File: config.mk
export PLATFORM = sky130hd
export DESIGN_NAME = spi_regif_slave_flat
export DESIGN_NICKNAME = d
export VERILOG_FILES = /design/src/rtl/spi_regif_slave_if.sv /design/src/rtl/spi_regif_slave.sv /design/src/flat_wrapper.sv
export SDC_FILE = /design/constraint.sdc
export NUM_CORES = 1
export LEC_CHECK = 0
export BUFFER_PORTS_ARGS = -buffer_cell sky130_fd_sc_hd__buf_2
export CAP_MARGIN = 10
export CORE_MARGIN = 8
export CORE_UTILIZATION = 50
export CTS_CLUSTER_DIAMETER = 120
export DETAILED_ROUTE_END_ITERATION = 12
export PLACE_DENSITY_LB_ADDON = 0.08
export RECOVER_POWER = 50
export SLEW_MARGIN = 10
export SYNTH_ARGS = -nofsm -noshare
export SYNTH_HDL_FRONTEND = slang
export SYNTH_SLANG_ARGS = --single-unit
File: constraint.sdc
create_clock -name clk -period 4.6 [get_ports clk]
set_input_delay 0.46 -clock clk [delete_from_list [all_inputs] [get_ports clk]]
set_output_delay 0.46 -clock clk [all_outputs]
set_load 0.1 [all_outputs]
File: src/rtl/spi_regif_slave_if.sv
// Register-bus bundle between the SPI slave port and the FOC/SVPWM register file.
// reg_we/reg_re are single-cycle strobes with reg_addr (and reg_wdata) valid that cycle; a read
// completes when the register file answers with a one-cycle reg_rvalid carrying reg_rdata.
interface spi_regif_slave_if;
  logic [11:0] reg_addr;
  logic [31:0] reg_wdata;
  logic        reg_we;
  logic        reg_re;
  logic [31:0] reg_rdata;
  logic        reg_rvalid;

  modport master (
    output reg_addr, reg_wdata, reg_we, reg_re,
    input  reg_rdata, reg_rvalid
  );

  modport slave (
    input  reg_addr, reg_wdata, reg_we, reg_re,
    output reg_rdata, reg_rvalid
  );
endinterface

File: src/rtl/spi_regif_slave.sv
// SPI slave for the 48-bit register protocol (16-bit header + 32-bit data), oversampled on clk,
// issuing single-cycle register-bus writes/reads and returning read data on MISO in the same frame.
module spi_regif_slave #(
  parameter int         SYNC_STAGES = 2,
  parameter logic [3:0] WR_CMD      = 4'b0100,
  parameter logic [3:0] RD_CMD      = 4'b0000
) (
  input  logic       clk,
  input  logic       rstn,
  input  logic       spi_cs,
  input  logic       spi_sclk,
  input  logic       spi_mosi,
  output logic       spi_miso,
  output logic       spi_miso_oe,
  output logic       frame_err,
  output logic [2:0] state_dbg,
  spi_regif_slave_if.master bus
);

  typedef enum logic [2:0] {
    ST_IDLE  = 3'd0,
    ST_HDR   = 3'd1,
    ST_WDATA = 3'd2,
    ST_RDATA = 3'd3,
    ST_DROP  = 3'd4
  } state_t;

  logic [SYNC_STAGES-1:0] cs_sync_q, sclk_sync_q, mosi_sync_q;
  logic cs_prev_q, sclk_prev_q;
  logic cs_rise_q, cs_fall_q, sclk_rise_q, mosi_q;

  // Sync chains reset to 0 so a cs already low at reset release never looks like a new frame start.
  always_ff @(posedge clk or negedge rstn) begin
    if (!rstn) begin
      cs_sync_q   <= '0;
      sclk_sync_q <= '0;
      mosi_sync_q <= '0;
      cs_prev_q   <= 1'b0;
      sclk_prev_q <= 1'b0;
      cs_rise_q   <= 1'b0;
      cs_fall_q   <= 1'b0;
      sclk_rise_q <= 1'b0;
      mosi_q      <= 1'b0;
    end else begin
      cs_sync_q   <= {cs_sync_q[SYNC_STAGES-2:0], spi_cs};
      sclk_sync_q <= {sclk_sync_q[SYNC_STAGES-2:0], spi_sclk};
      mosi_sync_q <= {mosi_sync_q[SYNC_STAGES-2:0], spi_mosi};
      cs_prev_q   <= cs_sync_q[SYNC_STAGES-1];
      sclk_prev_q <= sclk_sync_q[SYNC_STAGES-1];
      cs_rise_q   <= cs_sync_q[SYNC_STAGES-1] & ~cs_prev_q;
      cs_fall_q   <= ~cs_sync_q[SYNC_STAGES-1] & cs_prev_q;
      sclk_rise_q <= sclk_sync_q[SYNC_STAGES-1] & ~sclk_prev_q;
      mosi_q      <= mosi_sync_q[SYNC_STAGES-1];
    end
  end

  state_t      state_q, state_d;
  logic [5:0]  cnt_q, cnt_d;
  logic [31:0] rx_q, rx_d, tx_q, tx_d, wdata_q, wdata_d;
  logic [11:0] addr_q, addr_d;
  logic        miso_q, miso_d, oe_q, oe_d;
  logic        we_q, we_d, re_q, re_d, err_q, err_d;
  logic        pend_q, pend_d, have_q, have_d;
  logic [15:0] hdr;
  logic [31:0] tx_src;

  always_ff @(posedge clk or negedge rstn) begin
    if (!rstn) begin
      state_q <= ST_IDLE;
      cnt_q   <= '0;
      rx_q    <= '0;
      tx_q    <= '0;
      wdata_q <= '0;
      addr_q  <= '0;
      miso_q  <= 1'b0;
      oe_q    <= 1'b0;
      we_q    <= 1'b0;
      re_q    <= 1'b0;
      err_q   <= 1'b0;
      pend_q  <= 1'b0;
      have_q  <= 1'b0;
    end else begin
      state_q <= state_d;
      cnt_q   <= cnt_d;
      rx_q    <= rx_d;
      tx_q    <= tx_d;
      wdata_q <= wdata_d;
      addr_q  <= addr_d;
      miso_q  <= miso_d;
      oe_q    <= oe_d;
      we_q    <= we_d;
      re_q    <= re_d;
      err_q   <= err_d;
      pend_q  <= pend_d;
      have_q  <= have_d;
    end
  end

  always_comb begin
    state_d = state_q;
    cnt_d   = cnt_q;
    rx_d    = rx_q;
    tx_d    = tx_q;
    wdata_d = wdata_q;
    addr_d  = addr_q;
    miso_d  = miso_q;
    oe_d    = oe_q;
    we_d    = 1'b0;
    re_d    = 1'b0;
    err_d   = 1'b0;
    pend_d  = pend_q;
    have_d  = have_q;
    hdr     = {rx_q[14:0], mosi_q};
    tx_src  = tx_q;

    if (state_q == ST_RDATA && pend_q && bus.reg_rvalid) begin
      tx_d   = bus.reg_rdata;
      pend_d = 1'b0;
      have_d = 1'b1;
    end

    if (sclk_rise_q) begin
      case (state_q)
        ST_HDR: begin
          rx_d  = {rx_q[30:0], mosi_q};
          cnt_d = cnt_q + 6'd1;
          if (cnt_q == 6'd15) begin
            addr_d = hdr[11:0];
            if (hdr[15:12] == WR_CMD) begin
              state_d = ST_WDATA;
            end else if (hdr[15:12] == RD_CMD) begin
              state_d = ST_RDATA;
              re_d    = 1'b1;
              pend_d  = 1'b1;
              have_d  = 1'b0;
            end else begin
              state_d = ST_DROP;
            end
          end
        end
        ST_WDATA: begin
          rx_d  = {rx_q[30:0], mosi_q};
          cnt_d = cnt_q + 6'd1;
          if (cnt_q == 6'd47) begin
            we_d    = 1'b1;
            wdata_d = {rx_q[30:0], mosi_q};
            state_d = ST_DROP;
          end
        end
        ST_RDATA: begin
          cnt_d = cnt_q + 6'd1;
          // First data rise: data answered this cycle or earlier is sent, otherwise zeros and an error.
          if (cnt_q == 6'd16) begin
            if (pend_q && bus.reg_rvalid) tx_src = bus.reg_rdata;
            else if (have_q)              tx_src = tx_q;
            else begin
              tx_src = '0;
              err_d  = 1'b1;
            end
            pend_d = 1'b0;
            oe_d   = 1'b1;
          end
          miso_d = tx_src[31];
          tx_d   = {tx_src[30:0], 1'b0};
          if (cnt_q == 6'd47) state_d = ST_DROP;
        end
        default: ;
      endcase
    end

    // The sclk rise above is applied first, so a frame finishing in the same cycle is not an abort.
    if (cs_rise_q) begin
      if ((state_d == ST_HDR && cnt_d != 6'd0) || state_d == ST_WDATA || state_d == ST_RDATA)
        err_d = 1'b1;
      state_d = ST_IDLE;
      oe_d    = 1'b0;
      miso_d  = 1'b0;
      pend_d  = 1'b0;
      have_d  = 1'b0;
    end

    if (cs_fall_q) begin
      state_d = ST_HDR;
      cnt_d   = '0;
      rx_d    = '0;
      tx_d    = '0;
      pend_d  = 1'b0;
      have_d  = 1'b0;
      miso_d  = 1'b0;
      oe_d    = 1'b0;
    end
  end

  assign spi_miso      = miso_q;
  assign spi_miso_oe   = oe_q;
  assign frame_err     = err_q;
  assign state_dbg     = state_q;
  assign bus.reg_addr  = addr_q;
  assign bus.reg_wdata = wdata_q;
  assign bus.reg_we    = we_q;
  assign bus.reg_re    = re_q;

endmodule

File: src/flat_wrapper.sv
// flat-port wrapper written by rule: the top's interface ports become plain ports
module spi_regif_slave_flat 
#(
  parameter int         SYNC_STAGES = 2,
  parameter logic [3:0] WR_CMD      = 4'b0100,
  parameter logic [3:0] RD_CMD      = 4'b0000
)
  (clk, rstn, spi_cs, spi_sclk, spi_mosi, spi_miso, spi_miso_oe, frame_err, state_dbg, bus_reg_addr, bus_reg_wdata, bus_reg_we, bus_reg_re, bus_reg_rdata, bus_reg_rvalid);
  spi_regif_slave_if bus_i ();
  input  logic clk;
  input  logic rstn;
  input  logic spi_cs;
  input  logic spi_sclk;
  input  logic spi_mosi;
  output logic spi_miso;
  output logic spi_miso_oe;
  output logic frame_err;
  output logic [2:0] state_dbg;
  output wire logic [$bits(bus_i.reg_addr)-1:0] bus_reg_addr;
  output wire logic [$bits(bus_i.reg_wdata)-1:0] bus_reg_wdata;
  output wire logic [$bits(bus_i.reg_we)-1:0] bus_reg_we;
  output wire logic [$bits(bus_i.reg_re)-1:0] bus_reg_re;
  input wire logic [$bits(bus_i.reg_rdata)-1:0] bus_reg_rdata;
  input wire logic [$bits(bus_i.reg_rvalid)-1:0] bus_reg_rvalid;
  assign bus_reg_addr = bus_i.reg_addr;
  assign bus_reg_wdata = bus_i.reg_wdata;
  assign bus_reg_we = bus_i.reg_we;
  assign bus_reg_re = bus_i.reg_re;
  assign bus_i.reg_rdata = bus_reg_rdata;
  assign bus_i.reg_rvalid = bus_reg_rvalid;
  spi_regif_slave #(.SYNC_STAGES(SYNC_STAGES), .WR_CMD(WR_CMD), .RD_CMD(RD_CMD)) u_core (.clk(clk), .rstn(rstn), .spi_cs(spi_cs), .spi_sclk(spi_sclk), .spi_mosi(spi_mosi), .spi_miso(spi_miso), .spi_miso_oe(spi_miso_oe), .frame_err(frame_err), .state_dbg(state_dbg), .bus(bus_i));
endmodule
Word level (Yosys, flattened, before mapping)
Index checks and enable logic that the tools add are counted.
Storage, ports and cells
  register bits after elaboration: 135
  input port bits: 38
  output and inout bits: 52
  word-level logic and storage cells: 122
Cells by class
  $add $sub $neg: 1
  equality and inequality tests: 10
  muxes and demuxes: 62
  bitwise operators: 6
  reduce and logical (&&, ||, !) cells: 21
Operators with widths (number)
  $mux W32: 7
  $mux W31: 3
  $mux W1: 40
  $mux W3: 7
  $mux W6: 3
  $eq A3 B2 Y1 const B: 4
  $reduce_and A3 Y1: 3
  $reduce_bool A3 Y1: 3
  $add A6 B1 Y6 const B: 1
  $eq A3 B1 Y1 const B: 2
  $eq A6 B4 Y1 const B: 1
  $eq A6 B5 Y1 const B: 1
  $eq A6 B6 Y1 const B: 1
  $pmux W3 S2: 1
  $reduce_bool A6 Y1: 1
  $eq A4 B3 Y1 const B: 1
  $logic_and A1 B1 Y1: 4
  $logic_not A4 Y1: 1
  $reduce_and A2 Y1: 2
  $reduce_bool A2 Y1: 2
  $reduce_or A2 Y1: 2
  $and A1 B1 Y1: 3
  $not A1 Y1: 3
  $reduce_or A3 Y1: 1
  other kinds (2): 3

Longest topological paths before layout
Gate-level depths: netlist of the first run.
  word-level depth: 12
  depth in mapped cells: 8
  depth with buffers taken out: 6

Least setup slack after synthesis of the first run
Ideal clock, no wire load.
  kind: flip-flop to flip-flop
  start: reg u_core.state_q[2], in the netlist u_core.state_dbg[2]
  end: reg u_core.err_q, in the netlist u_core.frame_err
  setup time: 130 ps
  data arrival time: 2118 ps
  required time: 4470 ps
  slack: 2352 ps
  cell stages (with the launch flop): 6
  path buffers: 0
  period minus slack after synthesis: 2248 ps
  cells stage by stage: dfrtp_1 -> nand2b_4 -> nor2_1 -> or4_1 -> a221oi_1 -> o31ai_1
On the way
  word-level cells in the longest chain between the ends: 10
  elaborated cells on any way between the ends: 22
  those cells by class: 6 x eq/ne; 10 x mux; 6 x reduce/logical
RTL lines
  start, declared: line spi_regif_slave.sv:57  | state_t state_q, state_d;
  start signal, assigned: line spi_regif_slave.sv:83  | state_q <= state_d;
  $eq A3 B2 Y1 / $eq A3 B1 Y1 (equally long branches): line spi_regif_slave.sv:123  | case (state_q)
  $reduce_or A2 Y1 (no source line) / $reduce_or A3 Y1 (equally long branches)
  $pmux W3 S2 / $mux W6 (equally long branches)
  $mux W3 / $mux W6 (equally long branches): line spi_regif_slave.sv:122  | if (sclk_rise_q) begin
  $eq A3 B1 Y1 / $reduce_bool A6 Y1 (equally long branches): line spi_regif_slave.sv:173  | if ((state_d == ST_HDR && cnt_d != 6'd0) || state_d == ST_WDATA || state_d == ST_RDATA)
  $logic_and A1 B1 Y1: line spi_regif_slave.sv:173
  $logic_or A1 B1 Y1 (2 in series): line spi_regif_slave.sv:173
  $mux W1: line spi_regif_slave.sv:173
  $mux W1 (*): line spi_regif_slave.sv:172  | if (cs_rise_q) begin
  named net u_core.err_d: line spi_regif_slave.sv:62  | logic we_q, we_d, re_q, re_d, err_q, err_d;
  end signal, assigned: line spi_regif_slave.sv:93  | err_q <= err_d;
  end, declared: line spi_regif_slave.sv:62
Mark *: on every way through the listed nets, which the timed path passes. The rest lies on a longest branch.
A chain may end at the register's enable or synchronous reset.

==> results.tsv, run 1 <==
stage	metric	value	unit
die	boundaryPins	90	
route	wl_per_cell	16.0	um
route	finalWirelength	12.6	mm
grt	grt_pass1_wl	21.3	mm
critical_path	crit_family	buffers and inverters	
grt	grt_antenna_before_repair	0	
cts	cts.path.max_buffers	2	
timing	fin_crit	2.79	ns
timing	grt_setup_unrepaired	false	
route	dr_total_vias	4263	
min_path	hold_class	input pin to flop	
cts	cts_hold_buf	0	
place	hpwlAfterDp	7.86	mm
flow_run	max-cap-violations	1	
grt	grt_max_degree	98	
logic_synthesis	syn_inst	558	
route	ant_nets	0	
power	p_leak	3.34	nW
critical_path	end_kind	async pin	
logic_synthesis	avgSynthCellArea	10.6	um^2
place	dp_slack	2.05	ns
die	initial_core_util	51.6	%
die	die_w	125	um
cells_and_area	antenna_cells	0	
critical_path	max_stage_delay	1.65	ns
outcome	violations	max-capacitance violations, max-slew violations	
grt	grt_usage	16.4	%
timing	min_period_over_period	60.6	%
cells_and_area	syn2layout_area_growth	17.7	%
cts	cts.sinks	135	
logic_synthesis	async_flop_share	100	%
timing	whs	0.155	ns
logic_synthesis	synth_cell_types	41	
timing	slew_violations	98	
timing	hold_violations	0	
place	portBuffers	89	
timing	slew_headroom	-57.7	%
critical_path	critPathBufInv	2	
critical_path	path_class	input pin to async pin	
die	fp.dieH	125	um
cts	cts-resized-gates	0	
critical_path	cp.required	4.99	ns
critical_path	worstPathArrival	3.18	ns
logic_synthesis	synth_top_area_share	57.1	%
cts	cts_buffers	17	
power	power_density	380	nW/um^2
critical_path	crit_fanout	97	
route	drtIter0Drc	359	
logic_synthesis	syn-num-nets	598	
timing	tns	0	ns
cells_and_area	nFillCells	994	
route	drc	0	
timing	finalSetupViolCount	0	
route	avgViaCountPerCell	5.41	
critical_path	critPathSlowestCell	clkbuf_2	
logic_synthesis	synth-edff-count	0	
logic_synthesis	post-synth-top-count-cell	dfrtp_1	
route	drt-met1-wl	5.99	mm
critical_path	path_cells	clkbuf_2 > clkbuf_2	
timing	finClkSkew	0.0107	ns
power	power	0.00265	W
route	wl_met3	684	um
route	dr_wl_met2	5.85	mm
die	design.die.area	15600	um^2
cts	ctsRootBufferMaster	clkbuf_16	
cells_and_area	final_net_count	672	
die	fp.coreArea	11500	um^2
logic_synthesis	synth_area_leaders	dfrtp_1, nand2_1, mux2i_1	
cts	post_cts.repair.setup_buffers	0	
cells_and_area	drive_above_1_share	21.1	%
logic_synthesis	synthFlopType	dfrtp_1	
cts	worstSkewPairLatency	0.41	ns
place	gp_congestion	0.774	
timing	max_freq	359	MHz
logic_synthesis	ys_warn_count	0	
route	dr.pass1.iters	4	
cts	cts_tree	yes	
critical_path	cpMostUsedCell	clkbuf_2	
outcome	status	finished, violations left	
cts	clk_pin_slew	0.06	ns
power	vdd_drop_max	223	uV
logic_synthesis	yosys.area.top_type	dfrtp_1	
critical_path	startpoint_type	input pin	
logic_synthesis	ys_seq_elements	135	
timing	fin_ws	1.81	ns
grt	grt_overflow	0	
logic_synthesis	synth_area	5920	um^2
cts	ctsHtreeMaxLevel	4	
logic_synthesis	seq_area_frac_synth	57.1	%
logic_synthesis	yosys-top-cells-count	dfrtp_1, nand2_1, a221oi_1	
die	rows	39	
timing	tightest_slew	2.37	ns
route	top_layer	met4	
grt	grt_pass1_vias	4210	
through the flow:
stage	utilization, %	instances	area, um^2
3_5_place_dp	56.0	756	6420
6_report	60.7	788	6970
5_1_grt	60.7	788	6970
2_1_floorplan	-	558	5920
4_1_cts	60.9	788	6990
3_3_place_gp	56.0	756	6420
registers in the layout, indices dropped and copies added, names as in the netlist, 3 cells and up:
register	cells
u_core.bus.reg_addr	12
u_core.bus.reg_wdata	32
u_core.cnt_q	6
u_core.rx_q	31
u_core.state_dbg	3
u_core.tx_q	32
logic make-up after synthesis:
| logic type | count (synthesis) | synth area share, % |
|---|---|---|
| compound gates | 112 | 13.2 |
| fa+ha+maj | 2 | 0.423 |
| flops | 135 | 57.1 |
| buf+inv | 44 | 3.62 |
| simple gates | 213 | 16.8 |
| mux | 44 | 7.70 |
| xor+xnor | 8 | 1.18 |
area by class of cell:
cell class | instances | area, um^2 | share of cell area [%]
clock inverters | 14 | 124 | 1.78
repair buffers | 96 | 487 | 6.99
clock buffers | 18 | 439 | 6.31
well taps | 143 | 179 | 2.57
multi-input cells | 379 | 2350 | 33.7
flip-flops and latches | 135 | 3380 | 48.5
inverters | 3 | 11.3 | 0.162
layout by cell type (no fill, tap or decap), types with 6 or more instances in the layout:
cell type  synthesis  final
a211oi_1          31     31
a21oi_1            7      6
a221oi_1          33     33
buf_2             12     81
buf_4              3      6
clkbuf_1          23      7
clkbuf_16          0     17
dfrtp_1          135    134
mux2_2             7      7
mux2i_1           32     32
nand2_1          133    133
nand2b_1          32     32
nor2_1            11     12
nor3_1             7      7
o21ai_0           25     25
o21ai_1           10     10
xnor2_1            6      6
power breakdown:
group	switching, W	internal (W)	leakage (nW)	total (W)
clock	0.000521	0.000759	0.269	0.00128
sequential	0.0000306	0.00121	1.85	0.00124
combinational	0.0000849	0.0000422	1.21	0.000127
per-layer routing:
metal	vias up	global-route usage, %
li1	2106	-
met2	84	24.5
met3	7	5.83
met5	-	0
met4	0	4.68
met1	2066	22.0
final timing paths:
kind	from	endpoint	slack, ns	depth (start not counted)
worst max-delay path	rstn	u_core.mosi_q$_DFF_PN0_	1.81	2
worst min-delay path	spi_cs	u_core.cs_sync_q[0]$_DFF_PN0_	0.16	1
worst max register to register	u_core.cnt_q[0]$_DFF_PN0_	u_core.bus.reg_addr[8]$_DFFE_PN0P_	2.11	5
worst min register to register	u_core.sclk_sync_q[0]$_DFF_PN0_	u_core.sclk_sync_q[1]$_DFF_PN0_	0.35	0
max in group clk	u_core.cnt_q[0]$_DFF_PN0_	u_core.bus.reg_addr[8]$_DFFE_PN0P_	2.11	5
min in group asynchronous	rstn	u_core.bus.reg_wdata[23]$_DFFE_PN0P_	0.76	1
Note: power is estimated with default switching activity, not from simulation.
==> run 2: changes to the inputs <==
clock period = 2.4 ns   (was 4.6 ns; I/O delays follow)
==> results.tsv, run 2 (synthesized netlist as in run 1, its figures left out) <==
stage	metric	value	unit	change
cts	post_cts.repair.setup_buffers	0		unchanged
route	finalWirelength	12.5	mm	-0.87%
cells_and_area	final_net_count	682		+1.5%
cts	ctsRootBufferMaster	clkbuf_16		
cts	cts_buffers	17		unchanged
critical_path	r2r-start	u_core.cnt_q[0]$_DFF_PN0_		
timing	grt_setup_unrepaired	false		
die	rows	39		unchanged
critical_path	worstPathArrival	2.21	ns	-0.97 ns
timing	fin_crit	1.90	ns	
power	vdd_drop_max	542	uV	+140%
timing	max_freq	526	MHz	
timing	min_period_over_period	79.2	%	
critical_path	startpoint_type	flop		
min_path	hp-start	bus_reg_rdata[0]		
place	gp_congestion	0.769		-0.74%
die	boundaryPins	90		unchanged
critical_path	path_cells	inv_1 > ha_1 > nand4b_1 > a21o_2 > a221oi_1 > a211oi_1		
route	dr_total_vias	4334		+1.7%
grt	grt_usage	16.4	%	+0.030 points
timing	tightest_slew	1.62	ns	-0.741 ns
critical_path	crit_family	compound AO/OA/AOI/OAI gates		
critical_path	crit_path_start	u_core.cnt_q[0]$_DFF_PN0_		
grt	grt_pass1_wl	21.5	mm	+0.61%
power	p_leak	3.38	nW	+1.4%
route	ant_nets	0		unchanged
grt	grt_overflow	0		unchanged
timing	slew_violations	63		-36%
critical_path	critPathBufInv	1		-1
critical_path	end_kind	flop		
critical_path	critPathSlowestCell	a21o_2		
outcome	status	finished, violations left		
route	dr.pass1.iters	6		+2
route	avgViaCountPerCell	5.43		+0.39%
die	initial_core_util	51.6	%	unchanged
grt	grt_pass1_vias	4454		+5.8%
die	fp.coreArea	11500	um^2	unchanged
timing	tns	0	ns	unchanged
cells_and_area	antenna_cells	0		unchanged
cts	cts.path.max_buffers	2		unchanged
cts	cts.sinks	135		unchanged
timing	hold_violations	0		unchanged
route	wl_per_cell	15.6	um	-2.1%
cells_and_area	layout_common_cells	dfrtp_1, nand2_1, buf_2		
route	drc	0		unchanged
cts	cts_tree	yes		
place	dp_cells	762		+0.79%
flow_run	max-cap-violations	1		unchanged
cells_and_area	stdcell_count	798		+1.3%
min_path	hold_class	input pin to flop		
cells_and_area	syn2layout_area_growth	19.9	%	
die	fp.dieH	125	um	unchanged
critical_path	crit_fanout	32		-67%
cts	worstSkewPairLatency	0.41	ns	about the same
critical_path	cp.required	2.71	ns	-2.28 ns
critical_path	path_class	flop to flop		
critical_path	max_stage_delay	0.52	ns	-1.13 ns
cts	clk_pin_slew	0.06	ns	about the same
timing	finClkSkew	0.00805	ns	-0.00268 ns
cells_and_area	drive_above_1_share	20.8	%	-0.32 points
timing	slew_headroom	-8.33	%	+49 points
power	power	0.00509	W	+92%
cts	ctsHtreeMaxLevel	4		unchanged
power	power_density	718	nW/um^2	+89%
die	design.die.area	15600	um^2	unchanged
die	die_w	125	um	unchanged
cells_and_area	layout_commonest_cell	dfrtp_1		
route	drtIter0Drc	341		-5.0%
outcome	violations	max-capacitance violations, max-slew violations		
place	hpwlAfterDp	8.00	mm	+1.8%
grt	grt_max_degree	65		-34%
timing	finalSetupViolCount	0		unchanged
place	portBuffers	89		unchanged
grt	grt_antenna_before_repair	0		unchanged
## run 2: changes by cell type in the layout (fill, tap and decap cells not counted), moves of 2 or more
cell / before / now
clkinvlp_4: 4 / 1
buf_4: 6 / 10
clkbuf_8: 1 / 5
inv_6: 3 / 0
clkinv_4: 2 / 0
clkbuf_1: 7 / 16
buf_12: 0 / 3
clkinv_2: 4 / 7
dlygate4sd3_1: 0 / 4
buf_2: 81 / 73
## run 2: repair_timing
action | CTS | global route
endpoints found under the hold margin | 63 | 0
hold buffers | 4 | 0
endpoints found under the setup margin | 0 | 6
resized for setup | 0 | 1
## run 2: cell type report
type / instances / area (um^2)
multi-input combinational: 379 / 2350
clock buffer: 23 / 498
inverter: 3 / 11.3
clock inverter: 9 / 72.6
sequential: 135 / 3380
fill: 963 / 4370
tap: 143 / 179
timing repair buffer: 106 / 602
## run 2: worst paths after layout
| kind | slack [ns] | end | cells after the start |
|---|---|---|---|
| setup / recovery | 0.50 | u_core.tx_q[27]$_DFF_PN0_ | 6 |
| hold / removal | 0.15 | u_core.tx_q[0]$_DFF_PN0_ | 3 |
| setup reg to reg | 0.50 | u_core.tx_q[27]$_DFF_PN0_ | 6 |
| hold reg to reg | 0.34 | u_core.mosi_q$_DFF_PN0_ | 0 |
| max in group asynchronous | 0.60 | u_core.bus.reg_wdata[4]$_DFFE_PN0P_ | 3 |
| min in group asynchronous | 0.80 | u_core.bus.reg_we$_DFF_PN0_ | 2 |
## run 2: through the flow
stage	instance area (um^2)	setup WS, ns	hold WS (ns)	util, %
global placement	6510	0.252	0.266	56.7
finish	7090	0.499	0.152	61.9
detailed placement	6510	0.208	0.275	56.7
global route	7090	0.273	0.150	61.9
floorplan	5920	0.152	-0.0556	-
CTS	7120	0.184	0.133	62.1
## run 2: where the power goes
group	internal, W	total (W)	switching, W	leakage (nW)
registers	0.00232	0.00237	0.0000510	1.85
logic	0.0000933	0.000263	0.000169	1.24
clock network	0.00155	0.00246	0.000909	0.288
## run 2: worst reg2reg max path: cells and delay by family (launching register included)
| family | cells | cell delay (ns) |
|---|---|---|
| adder cells (fa/ha/maj) | 1 | 0.19 |
| AND/OR/NAND/NOR | 1 | 0.15 |
| AO/OA/AOI/OAI | 3 | 0.95 |
| flip-flops | 1 | 0.43 |
| buffers and inverters | 1 | 0.07 |
## run 2: per-layer routing
| layer | part of all wire [%] | track usage [%] | vias to the layer above |
|---|---|---|---|
| li1 | - | - | 2128 |
| met1 | 46 | 20.4 | 2112 |
| met2 | 47 | 26.0 | 81 |
| met3 | 5.4 | 5.53 | 13 |
| met4 | 1.4 | 6.17 | 0 |
| met5 | 0 | 0 | - |
